**config.mk**
```make
export PLATFORM = sky130hd
export DESIGN_NAME = dcache
export DESIGN_NICKNAME = d
export VERILOG_FILES = /design/src/rtl/dcache_pkg.sv /design/src/rtl/dcache_array.sv /design/src/rtl/dcache.sv
export SDC_FILE = /design/constraint.sdc
export NUM_CORES = 1
export LEC_CHECK = 0
export ABC_CLOCK_PERIOD_IN_PS = 2650
export CELL_PAD_IN_SITES_DETAIL_PLACEMENT = 1
export CELL_PAD_IN_SITES_GLOBAL_PLACEMENT = 1
export CORE_ASPECT_RATIO = 1.1
export CORE_UTILIZATION = 43
export DETAILED_ROUTE_END_ITERATION = 8
export PLACE_DENSITY_LB_ADDON = 0.1
export SYNTH_ARGS = -nofsm -noshare
export SYNTH_HDL_FRONTEND = slang
export SYNTH_SLANG_ARGS = --single-unit
export TNS_END_PERCENT = 50
```
**constraint.sdc**
```tcl
create_clock -name CLK -period 2.65 [get_ports CLK]
set_clock_uncertainty 0.15 [all_clocks]
set_input_delay 0.3975 -clock CLK [delete_from_list [all_inputs] [get_ports CLK]]
set_output_delay 0.3975 -clock CLK [all_outputs]
set_load 0.01 [all_outputs]
```
**src/rtl/dcache_pkg.sv**
```systemverilog
// dcache_pkg: shared geometry, state encoding and byte-select helper for the
// direct-mapped write-back data cache.
package dcache_pkg;

  localparam int BYTE_W     = 8;
  localparam int OFFSET_W   = 2;
  localparam int INDEX_W    = 3;
  localparam int TAG_W      = 3;
  localparam int OFFSET_LSB = 0;
  localparam int INDEX_LSB  = OFFSET_LSB + OFFSET_W;
  localparam int TAG_LSB    = INDEX_LSB + INDEX_W;
  localparam int MADDR_W    = TAG_W + INDEX_W;
  localparam int BLOCK_W    = 32;
  localparam int CNT_W      = 16;

  typedef enum logic [1:0] {
    IDLE      = 2'd0,
    WRITEBACK = 2'd1,
    FETCH     = 2'd2
  } state_t;

  // Select byte 'off' of a block; byte 0 lives in bits [7:0].
  function automatic logic [BYTE_W-1:0] get_byte(input logic [BLOCK_W-1:0] blk,
                                                 input logic [OFFSET_W-1:0] off);
    return blk[{off, 3'b000} +: BYTE_W];
  endfunction

endpackage

```
**src/rtl/dcache_array.sv**
```systemverilog
// dcache_array: per-line valid/dirty/tag/data storage with a combinational
// read of the indexed line, a synchronous fill port and a synchronous
// byte-write port. Fill has priority over byte write.
module dcache_array
  import dcache_pkg::*;
#(
  parameter int NUM_BLOCKS = 8
) (
  input  logic               clk,
  input  logic               rst,
  input  logic [INDEX_W-1:0] index,
  input  logic               fill_en,
  input  logic [TAG_W-1:0]   fill_tag,
  input  logic [BLOCK_W-1:0] fill_data,
  input  logic               wr_en,
  input  logic [OFFSET_W-1:0] wr_offset,
  input  logic [BYTE_W-1:0]  wr_data,
  output logic               line_valid,
  output logic               line_dirty,
  output logic [TAG_W-1:0]   line_tag,
  output logic [BLOCK_W-1:0] line_data
);

  logic [NUM_BLOCKS-1:0] valid_q;
  logic [NUM_BLOCKS-1:0] dirty_q;
  logic [TAG_W-1:0]      tag_q  [NUM_BLOCKS];
  logic [BLOCK_W-1:0]    data_q [NUM_BLOCKS];

  // Status bits: cleared by reset, set valid/clean on fill, dirty on store.
  always_ff @(posedge clk or posedge rst) begin
    if (rst) begin
      valid_q <= '0;
      dirty_q <= '0;
    end else if (fill_en) begin
      valid_q[index] <= 1'b1;
      dirty_q[index] <= 1'b0;
    end else if (wr_en) begin
      dirty_q[index] <= 1'b1;
    end
  end

  // Tag and data payload; contents are meaningless until valid is set.
  always_ff @(posedge clk) begin
    if (fill_en) begin
      tag_q[index]  <= fill_tag;
      data_q[index] <= fill_data;
    end else if (wr_en) begin
      data_q[index][{wr_offset, 3'b000} +: BYTE_W] <= wr_data;
    end
  end

  assign line_valid = valid_q[index];
  assign line_dirty = dirty_q[index];
  assign line_tag   = tag_q[index];
  assign line_data  = data_q[index];

endmodule

```
**src/rtl/dcache.sv**
```systemverilog
// dcache: direct-mapped, write-back, write-allocate data cache.
// Hits are served combinationally; misses stall the CPU via BUSYWAIT while
// the FSM writes back a dirty victim and/or fetches the missing block.
// Optional feature macro: DCACHE_STATS_EN builds saturating hit/miss counters;
// without it HIT_COUNT and MISS_COUNT are tied to zero.
//
// Memory handshake: a strobe (MEM_READ / MEM_WRITE) is held high for the
// whole WRITEBACK / FETCH state; the transfer completes at the first rising
// edge after the state's first cycle that samples MEM_BUSYWAIT=0. The first
// edge is ignored because memory may only raise MEM_BUSYWAIT a cycle late.
module dcache
  import dcache_pkg::*;
#(
  parameter int ADDR_W      = 8,
  parameter int NUM_BLOCKS  = 8,
  parameter int BLOCK_BYTES = 4
) (
  input  logic                       CLK,
  input  logic                       RESET,
  input  logic                       READ,
  input  logic                       WRITE,
  input  logic [ADDR_W-1:0]          ADDRESS,
  input  logic [BYTE_W-1:0]          WRITEDATA,
  output logic [BYTE_W-1:0]          READDATA,
  output logic                       BUSYWAIT,
  output logic                       MEM_READ,
  output logic                       MEM_WRITE,
  output logic [MADDR_W-1:0]         MEM_ADDRESS,
  output logic [8*BLOCK_BYTES-1:0]   MEM_WRITEDATA,
  input  logic [8*BLOCK_BYTES-1:0]   MEM_READDATA,
  input  logic                       MEM_BUSYWAIT,
  output logic [CNT_W-1:0]           HIT_COUNT,
  output logic [CNT_W-1:0]           MISS_COUNT
);

  state_t state;
  state_t state_next;
  logic   armed;

  logic [TAG_W-1:0]    addr_tag;
  logic [INDEX_W-1:0]  addr_index;
  logic [OFFSET_W-1:0] addr_offset;
  logic                req;
  logic                hit;
  logic                mem_done;
  logic                fill_en;
  logic                wr_en;

  logic                line_valid;
  logic                line_dirty;
  logic [TAG_W-1:0]    line_tag;
  logic [BLOCK_W-1:0]  line_data;

  assign addr_tag    = ADDRESS[TAG_LSB +: TAG_W];
  assign addr_index  = ADDRESS[INDEX_LSB +: INDEX_W];
  assign addr_offset = ADDRESS[OFFSET_LSB +: OFFSET_W];

  assign req      = READ | WRITE;
  assign hit      = line_valid & (line_tag == addr_tag);
  assign mem_done = armed & ~MEM_BUSYWAIT;
  assign fill_en  = (state == FETCH) & mem_done;
  assign wr_en    = (state == IDLE) & WRITE & hit;

  dcache_array #(
    .NUM_BLOCKS (NUM_BLOCKS)
  ) u_array (
    .clk        (CLK),
    .rst        (RESET),
    .index      (addr_index),
    .fill_en    (fill_en),
    .fill_tag   (addr_tag),
    .fill_data  (MEM_READDATA),
    .wr_en      (wr_en),
    .wr_offset  (addr_offset),
    .wr_data    (WRITEDATA),
    .line_valid (line_valid),
    .line_dirty (line_dirty),
    .line_tag   (line_tag),
    .line_data  (line_data)
  );

  // State register; armed goes high after the first cycle spent in a memory state.
  always_ff @(posedge CLK or posedge RESET) begin
    if (RESET) begin
      state <= IDLE;
      armed <= 1'b0;
    end else begin
      state <= state_next;
      armed <= (state != IDLE) && (state_next == state);
    end
  end

  // Next-state: misses leave IDLE, memory completion advances the transfer.
  always_comb begin
    state_next = state;
    unique case (state)
      IDLE: begin
        if (req && !hit) begin
          state_next = (line_valid && line_dirty) ? WRITEBACK : FETCH;
        end
      end
      WRITEBACK: if (mem_done) state_next = FETCH;
      FETCH:     if (mem_done) state_next = IDLE;
      default:   state_next = IDLE;
    endcase
  end

  // Outputs: CPU stall, read data and memory strobes; all forced low in reset.
  always_comb begin
    READDATA      = '0;
    BUSYWAIT      = 1'b0;
    MEM_READ      = 1'b0;
    MEM_WRITE     = 1'b0;
    MEM_ADDRESS   = '0;
    MEM_WRITEDATA = '0;
    unique case (state)
      IDLE: begin
        BUSYWAIT = req & ~hit;
        if (READ && !WRITE && hit) READDATA = get_byte(line_data, addr_offset);
      end
      WRITEBACK: begin
        BUSYWAIT      = 1'b1;
        MEM_WRITE     = 1'b1;
        MEM_ADDRESS   = {line_tag, addr_index};
        MEM_WRITEDATA = line_data;
      end
      FETCH: begin
        BUSYWAIT    = 1'b1;
        MEM_READ    = 1'b1;
        MEM_ADDRESS = {addr_tag, addr_index};
      end
      default: ;
    endcase
    if (RESET) begin
      READDATA      = '0;
      BUSYWAIT      = 1'b0;
      MEM_READ      = 1'b0;
      MEM_WRITE     = 1'b0;
      MEM_ADDRESS   = '0;
      MEM_WRITEDATA = '0;
    end
  end

`ifdef DCACHE_STATS_EN
  logic             just_filled;
  logic             hit_inc;
  logic             miss_inc;
  logic [CNT_W-1:0] hit_q;
  logic [CNT_W-1:0] miss_q;

  // The IDLE cycle right after a fill finishes a miss, so it is not a hit.
  assign hit_inc  = (state == IDLE) & req & hit & ~just_filled;
  assign miss_inc = (state == IDLE) & req & ~hit;

  // Saturating hit/miss counters.
  always_ff @(posedge CLK or posedge RESET) begin
    if (RESET) begin
      just_filled <= 1'b0;
      hit_q       <= '0;
      miss_q      <= '0;
    end else begin
      just_filled <= fill_en;
      if (hit_inc && (hit_q != '1))   hit_q  <= hit_q + 1'b1;
      if (miss_inc && (miss_q != '1)) miss_q <= miss_q + 1'b1;
    end
  end

  assign HIT_COUNT  = hit_q;
  assign MISS_COUNT = miss_q;
`else
  assign HIT_COUNT  = '0;
  assign MISS_COUNT = '0;
`endif

endmodule
```
## After elaboration in Yosys (flattened, before gate mapping)

Memories as Yosys holds them, arrays and structs flattened.
Index checks and enable logic that the tools add are counted.

- Register bits: 19
- Bits in writable memories: 280
- Logic and storage cells: 136
- Memories kept: 2

- Add/subtract/negate cells: 1
- $lt $le $gt $ge: 2
- Equality and inequality tests: 4
- Shift operators: 3
- Multiplexer cells: 63
- Bitwise gates (word level): 45
- Reductions and logical operators: 12

Memory list:

| memory | depth | width | read ports | clocked after memory_dff | write ports | RTL line | source |
|---|---|---|---|---|---|---|---|
| u_array.data_q | 8 | 32 | 1 | 0 | 1 | dcache_array.sv:27 | `logic [BLOCK_W-1:0] data_q [NUM_BLOCKS];` |
| u_array.tag_q | 8 | 3 | 1 | 0 | 1 | dcache_array.sv:26 | `logic [TAG_W-1:0] tag_q [NUM_BLOCKS];` |

Operator list:

| operator | number |
|---|---|
| $mux W32 | 3 |
| $mux W1 | 44 |
| $mux W8 | 5 |
| $or A1 B1 Y1 | 33 |
| $shift A8 B7 Y32 const A | 1 |
| $shiftx A32 B6 Y8 | 1 |
| $shiftx A8 B7 Y32 | 1 |
| $or A8 B8 Y8 | 2 |
| $pmux W6 S2 | 1 |
| $and A8 B8 Y8 | 1 |
| $mux W2 | 4 |
| $not A8 Y8 | 1 |
| $neg A5 Y7 | 1 |
| $and A1 B1 Y1 | 6 |
| $bmux W1 S3 | 2 |
| $logic_and A1 B1 Y1 | 6 |
| $mux W6 | 1 |
| $pmux W2 S3 | 1 |
| $lt A3 B4 Y1 const B | 1 |
| $reduce_bool A2 Y1 | 2 |
| $demux W1 S3 | 1 |
| $eq A3 B3 Y1 | 1 |
| $ge A3 B1 Y1 const B | 1 |
| $eq A2 B1 Y1 const B | 1 |
| 7 further kinds | 9 |

## Longest topological paths before layout

Gate-level depths: netlist of run 1.

- Depth in word-level cells: 9
- Mapped depth: 11

## Modules after synthesis

A second synthesis of run 1 with hierarchy kept.

- Cells, all modules: 790
- Area, all modules: 13092.6 um2

By module, submodules not included:

| module | instances | cells an instance | area an instance (um2) |
|---|---|---|---|
| dcache_array | 1 | 650 | 11986.5 |
| dcache | 1 | 140 | 1106.1 |

## Least setup slack after synthesis of run 1

No wires, ideal clock.

- Kind: input port to flip-flop
- Start: input ADDRESS[2]
- End: memory u_array.data_q[0][0], enable pin
- Library setup time: 0.370 ns
- Data arrival time: 2.645 ns
- Setup slack: -0.516 ns
- Stages on the path: 8
- Buffers on the path: 1
- Cells stage by stage: buf_4 > mux2i_1 > o22ai_1 > or3_1 > a211o_1 > nor4_4 > a21oi_1 > nor2_1

- Cells in the longest elaborated chain, start to end: 8
- Elaborated cells on any way between the ends: 10

RTL lines:

| element | RTL line | source |
|---|---|---|
| start, declared | dcache.sv:22 | `input logic [ADDR_W-1:0] ADDRESS,` |
| $mem_v2 Z8 W3 or $bmux W1 S3 (tied branches) | - |  |
| $eq A3 B3 Y1 or $mux W1 (tied branches) | dcache.sv:59, dcache_array.sv:52 |  |
| $and A1 B1 Y1 | dcache.sv:59 | `assign hit = line_valid & (line_tag == addr_tag);` |
| $and A1 B1 Y1 | dcache.sv:62 | `assign wr_en = (state == IDLE) & WRITE & hit;` |
| $mux W1 | dcache_array.sv:47 | `end else if (wr_en) begin` |
| $mux W1 | dcache_array.sv:44 | `if (fill_en) begin` |
| $mux W32 (not written as such) | dcache_array.sv:48 | `data_q[index][{wr_offset, 3'b000} +: BYTE_W] <= wr_data;` |
| $or A1 B1 Y1 (no line) | - |  |
| end, declared | dcache_array.sv:27 |  |

Parallel ways exist; a longest one is shown, timed or not. The select of a mux whose other input is x is not followed.

## Worst setup path in the final report of run 1

- Start: memory u_array.tag_q[1][0]
- End: output READDATA[1]

- Cells in the longest elaborated chain, start to end: 7

RTL lines:

| element | RTL line | source |
|---|---|---|
| start, declared | dcache_array.sv:26 |  |
| $mem_v2 Z8 W3 | - |  |
| $eq A3 B3 Y1 | dcache.sv:59 |  |
| $and A1 B1 Y1 | dcache.sv:59 |  |
| $logic_and A1 B1 Y1 | dcache.sv:119 | `if (READ && !WRITE && hit) READDATA = get_byte(line_data, addr_offset);` |
| $mux W8 | dcache.sv:119 |  |
| $mux W8 | dcache.sv:116 | `unique case (state)` |
| $mux W8 | dcache.sv:134 | `if (RESET) begin` |
| end, declared | dcache.sv:24 | `output logic [BYTE_W-1:0] READDATA,` |

No other way between the ends.

==> metrics list, run 1 <==
- After detailed routing, the average wire length per cell comes to approximately 28 um.
- around 130 I/O pins were placed.
- Fmax achieved: approximately 300 MHz
- The first global-routing pass estimated roughly 70 mm of wire.
* Buffer levels on the longest clock path: 3
* Effective utilization at floorplan: 0.440
- Synthesis produced a netlist whose cell count is 897.
* Power density of the placed cells: 601 mW/mm^2
* Vias post-DR: 9,842
* Multiplexer fraction of the synthesized cell area: 0.129
* Setup WS pre-CTS: -0.870 ns
* Post-synthesis register bit count: around 300
* # DRC: 0
- At the later pin of the worst-skew pair, clock insertion delay measures approximately 0.57 ns.
- Minimum hold slack: 0.122 ns
- Vias per cell: 5.67
* Launching instance or port of the critical path: u_array.tag_q[1][0]$_DFFE_PP_
- The flow ran to the end, but the final reports show violations.
- Top-area cell type share of the netlist area: 0.641
- Core Footprint: 0.0298 sq mm
* Library cells used by synthesis: 44
* Master cell of the clock root buffer: clkbuf_16
* Hold Vio Cnt, Final: 0
- Number of antenna violations at the first check in global routing: 1
- Of the cells placed in the final design, the portion with a size suffix greater than 1 is 0.454.
* PnR worst setup slack: -0.694 ns
- Sw Share: 0.260
- After clock tree synthesis, the clock-pin slew on the worst setup and hold paths is 0.06 ns.
- Violations in the final reports: setup timing
- Final count of pins violating max slew: 0
- The die is 185 um tall.
* Full die area: 0.0312 sq mm
- A synthesized cell averages 14.6 sq um.
* CTS tree: yes
* Clock share of power: 0.361
- Of the total synthesized cell area, the portion taken by full adders, half adders and majority gates is 0.00859.
- Post-synthesis async set-or-reset flop share: 0.0635
* End of the worst register-to-register path: u_array.data_q[1][16]$_DFFE_PP_
* Number of endpoints failing setup at the final stage: roughly 550
- Switch Pwr: about 3.1 mW
* Type of element launching the critical path: flop
- Overall overflow remaining after global route: 0
- For this run, the register share of the synthesized area comes to 0.677.
- Synthesized-area fraction occupied by ao, oa, aoi and oai cells: 0.0707
* Leakage: 7.37 nW
- For this design, the sink count on the clock tree is between 200 and 300.
* Number of synthesized flops with an enable pin: 280
* Hold WC Path Type: input port to async pin
* Simple-gate area share of the yosys netlist: 0.0713
- Startpoint-to-endpoint class of the critical path: flop to output pin
- The setup check on the worst reg-to-reg path leaves a slack of -0.52 ns.
- Of the total power, combinational logic draws 0.181.
* Largest family of logic cells by synthesized area: multiplexers
* Post-detailed-route count of antenna-violating nets: 0
- The via count of the first global-routing pass is ~10,000.
* Period utilisation layout: 1.26
- 0 antenna diodes ended up in the layout.
- Across every metal layer, demand over resource in global routing totals 0.317.
* Largest net degree at the start of global routing: 18
- Max-cap viol count: 0
- CTS H-Tree Depth: 1
* Sequential cell fraction of total power: 0.458
- In this run the tool buffered the top-level ports with 101 buffer cells.
- The congestion estimate from routability-driven global placement came to around 0.85.
- Transition time at the pin with the least slew margin: about 0.75 ns
* Worst r2r path cells: 13
- The worst register-to-register path begins at u_array.tag_q[1][0]$_DFFE_PP_.
* Detailed-router iteration count before antenna repair: 5
* CP required: 2.10 ns
- Peak VDD IR: approximately 0.54 mV
- Number of clock buffers inserted by TritonCTS: 31
- In the final design database the tool counted 1,367 nets.
- Total internal power: 8.78 mW
- The wire-length estimate of the detail-placed layout is 31.1 mm.
* Top post-synthesis cells by area: edfxtp_1, mux4_2, mux2i_1
- Normalized max-slew margin: 0.502
- The die is about 170 um wide.
- Crit end category: output pin
- Post-synthesis instance area: 0.0131 sq mm
* Final critical delay including setup and external delays: 3.34 ns
- Primary flip-flop cell chosen by synthesis mapping: edfxtp_1
- Along the worst path, the maximum fanout reaches 8.
- Setup repair after global routing could not meet its margin everywhere.
* Xor and xnor area share after synthesis: 0.000668
* Rows: 66
* P&R area growth vs syn: 50.5%
- Number of DRC markers in iteration 0: 946
- For this run, the number of Yosys warnings is 0.
- Total wire length: 48.9 mm
* Post-synthesis cell type with the largest combined area: edfxtp_1
- STA puts the critical path data arrival time at 2.80 ns.
-- cells in the final DEF, fill, tap and decap left out, drive strengths merged, types with 2 or more instances in the layout --
| cell | n |
|---|---|
| nand2b | 2 |
| a22oi | 13 |
| inv | 42 |
| ha | 9 |
| buf | 340 |
| nor3 | 7 |
| nand3 | 4 |
| nor2b | 6 |
| clkdlybuf4s15 | 3 |
| clkdlybuf4s50 | 65 |
| clkbuf | 36 |
| a21oi | 31 |
| nor2 | 105 |
| or2 | 9 |
| dfrtp | 19 |
| bufinv | 3 |
| nand4 | 2 |
| a22o | 8 |
| conb | 32 |
| nor3b | 3 |
| mux4 | 33 |
| o22ai | 17 |
| nand2 | 68 |
| edfxtp | 280 |
| mux2 | 18 |
| or3 | 2 |
| clkinv | 17 |
| o21ai | 20 |
| and2 | 4 |
| a221oi | 32 |
| and3 | 2 |
| mux2i | 74 |
| o22a | 7 |
| clkinvlp | 2 |
| dlygate4sd2 | 2 |
-- cells by family (layout without fill, tap and decap cells) --
group	after synthesis	in the layout
buffers and inverters	111	511
other	1	32
XOR/XNOR	1	1
AO/OA/AOI/OAI	135	135
flip-flops	299	299
multiplexers	125	125
AND/OR/NAND/NOR	216	216
adder cells (fa/ha/maj)	9	9
-- power by group through the flow --
stage / clock, mW / sequential, mW / combinational, mW
after floorplan: 0 / 5.49 / 0.877
after global placement: 0 / 5.51 / 1.69
after detailed placement: 0 / 5.52 / 1.73
after CTS: 4.26 / 5.43 / 2.04
after global routing: 4.45 / 5.44 / 2.26
final: 4.28 / 5.43 / 2.15
-- layout make-up --
type	count	area [sq um]
Clock buffer	35	791
Timing Repair Buffer	412	4230
Tap cell	408	510
Inverter	43	175
Sequential cell	299	8880
Fill cell	2724	10100
Clock inverter	21	181
Multi-Input combinational cell	518	4970
-- layer usage --
layer / part of all wire / GRT usage
met1: 0.39 / 0.397
met2: 0.50 / 0.545
met3: 0.059 / 0.0517
met4: 0.048 / 0.142
met5: 0.00029 / 0
-- how the worst max path moves through the flow --
stage                                           to  slack, ns
finish                                 READDATA[1]      -0.69
global route                           READDATA[1]      -0.81
CTS                                    READDATA[3]      -0.61
detailed placement                     READDATA[5]      -0.87
global placement                       READDATA[5]      -0.88
floorplan           u_array.data_q[0][0]$_DFFE_PP_      -0.31
-- critical path, cell delays in order, from the launching register on --
cell and delay [ns]:
edfxtp_1 0.40, mux2i_1 0.19, o22ai_2 0.10, or3_1 0.35, a211o_1 0.30, nor2_2 0.13
nand4_1 0.13, buf_6 0.20, nor2_1 0.24, buf_2 0.19
-- flip-flops by register name (all words and copies together), names as in the netlist, named ones only --
| name | count |
|---|---|
| armed | 1 |
| state | 2 |
| u_array.data_q | 256 |
| u_array.tag_q | 24 |
| u_array.valid_q | 8 |
-- metrics by stage --
step / setup TNS, ns / std cells / area, sq um / util / power, mW
final: -205.41 / 1736 / 19700 / 0.662 / 11.9
after floorplan: -145.24 / 928 / 13500 / - / 6.37
after global placement: -358.83 / 1596 / 16800 / 0.563 / 7.20
after global routing: -273.55 / 1736 / 19700 / 0.662 / 12.2
after CTS: -175.15 / 1725 / 19400 / 0.652 / 11.7
after detailed placement: -387.71 / 1596 / 16800 / 0.563 / 7.25
-- cell usage after synthesis, drive strengths merged (2+ instances only) --
library cell,count
a21oi,31
a221oi,32
a22o,8
a22oi,13
and2,4
and3,2
buf,49
clkbuf,19
dfrtp,19
edfxtp,280
ha,9
inv,42
mux2,18
mux2i,74
mux4,33
nand2,68
nand2b,2
nand3,4
nand4,2
nor2,105
nor2b,6
nor3,7
nor3b,3
o21ai,20
o22a,7
o22ai,17
or2,9
or3,2
-- repair_timing --
item,in CTS,in global routing
cloned,1,0
endpoints found under the setup margin,560,561
gates resized for setup,336,54
setup buffers,79,13
hold buffers,0,0
pin swaps,39,13
(Power assumes the default switching activity.)
==> inputs of run 2 (changes only) <==
--- a/config.mk
+++ b/config.mk
@@ -9,6 +9,7 @@
 export CELL_PAD_IN_SITES_DETAIL_PLACEMENT = 1
 export CELL_PAD_IN_SITES_GLOBAL_PLACEMENT = 1
 export CORE_ASPECT_RATIO = 1.1
+export CORE_MARGIN = 1
 export CORE_UTILIZATION = 43
 export DETAILED_ROUTE_END_ITERATION = 8
 export PLACE_DENSITY_LB_ADDON = 0.1
==> results of run 2 <==
Same layout as run 1: the final DEF is identical, and so are final timing and power.
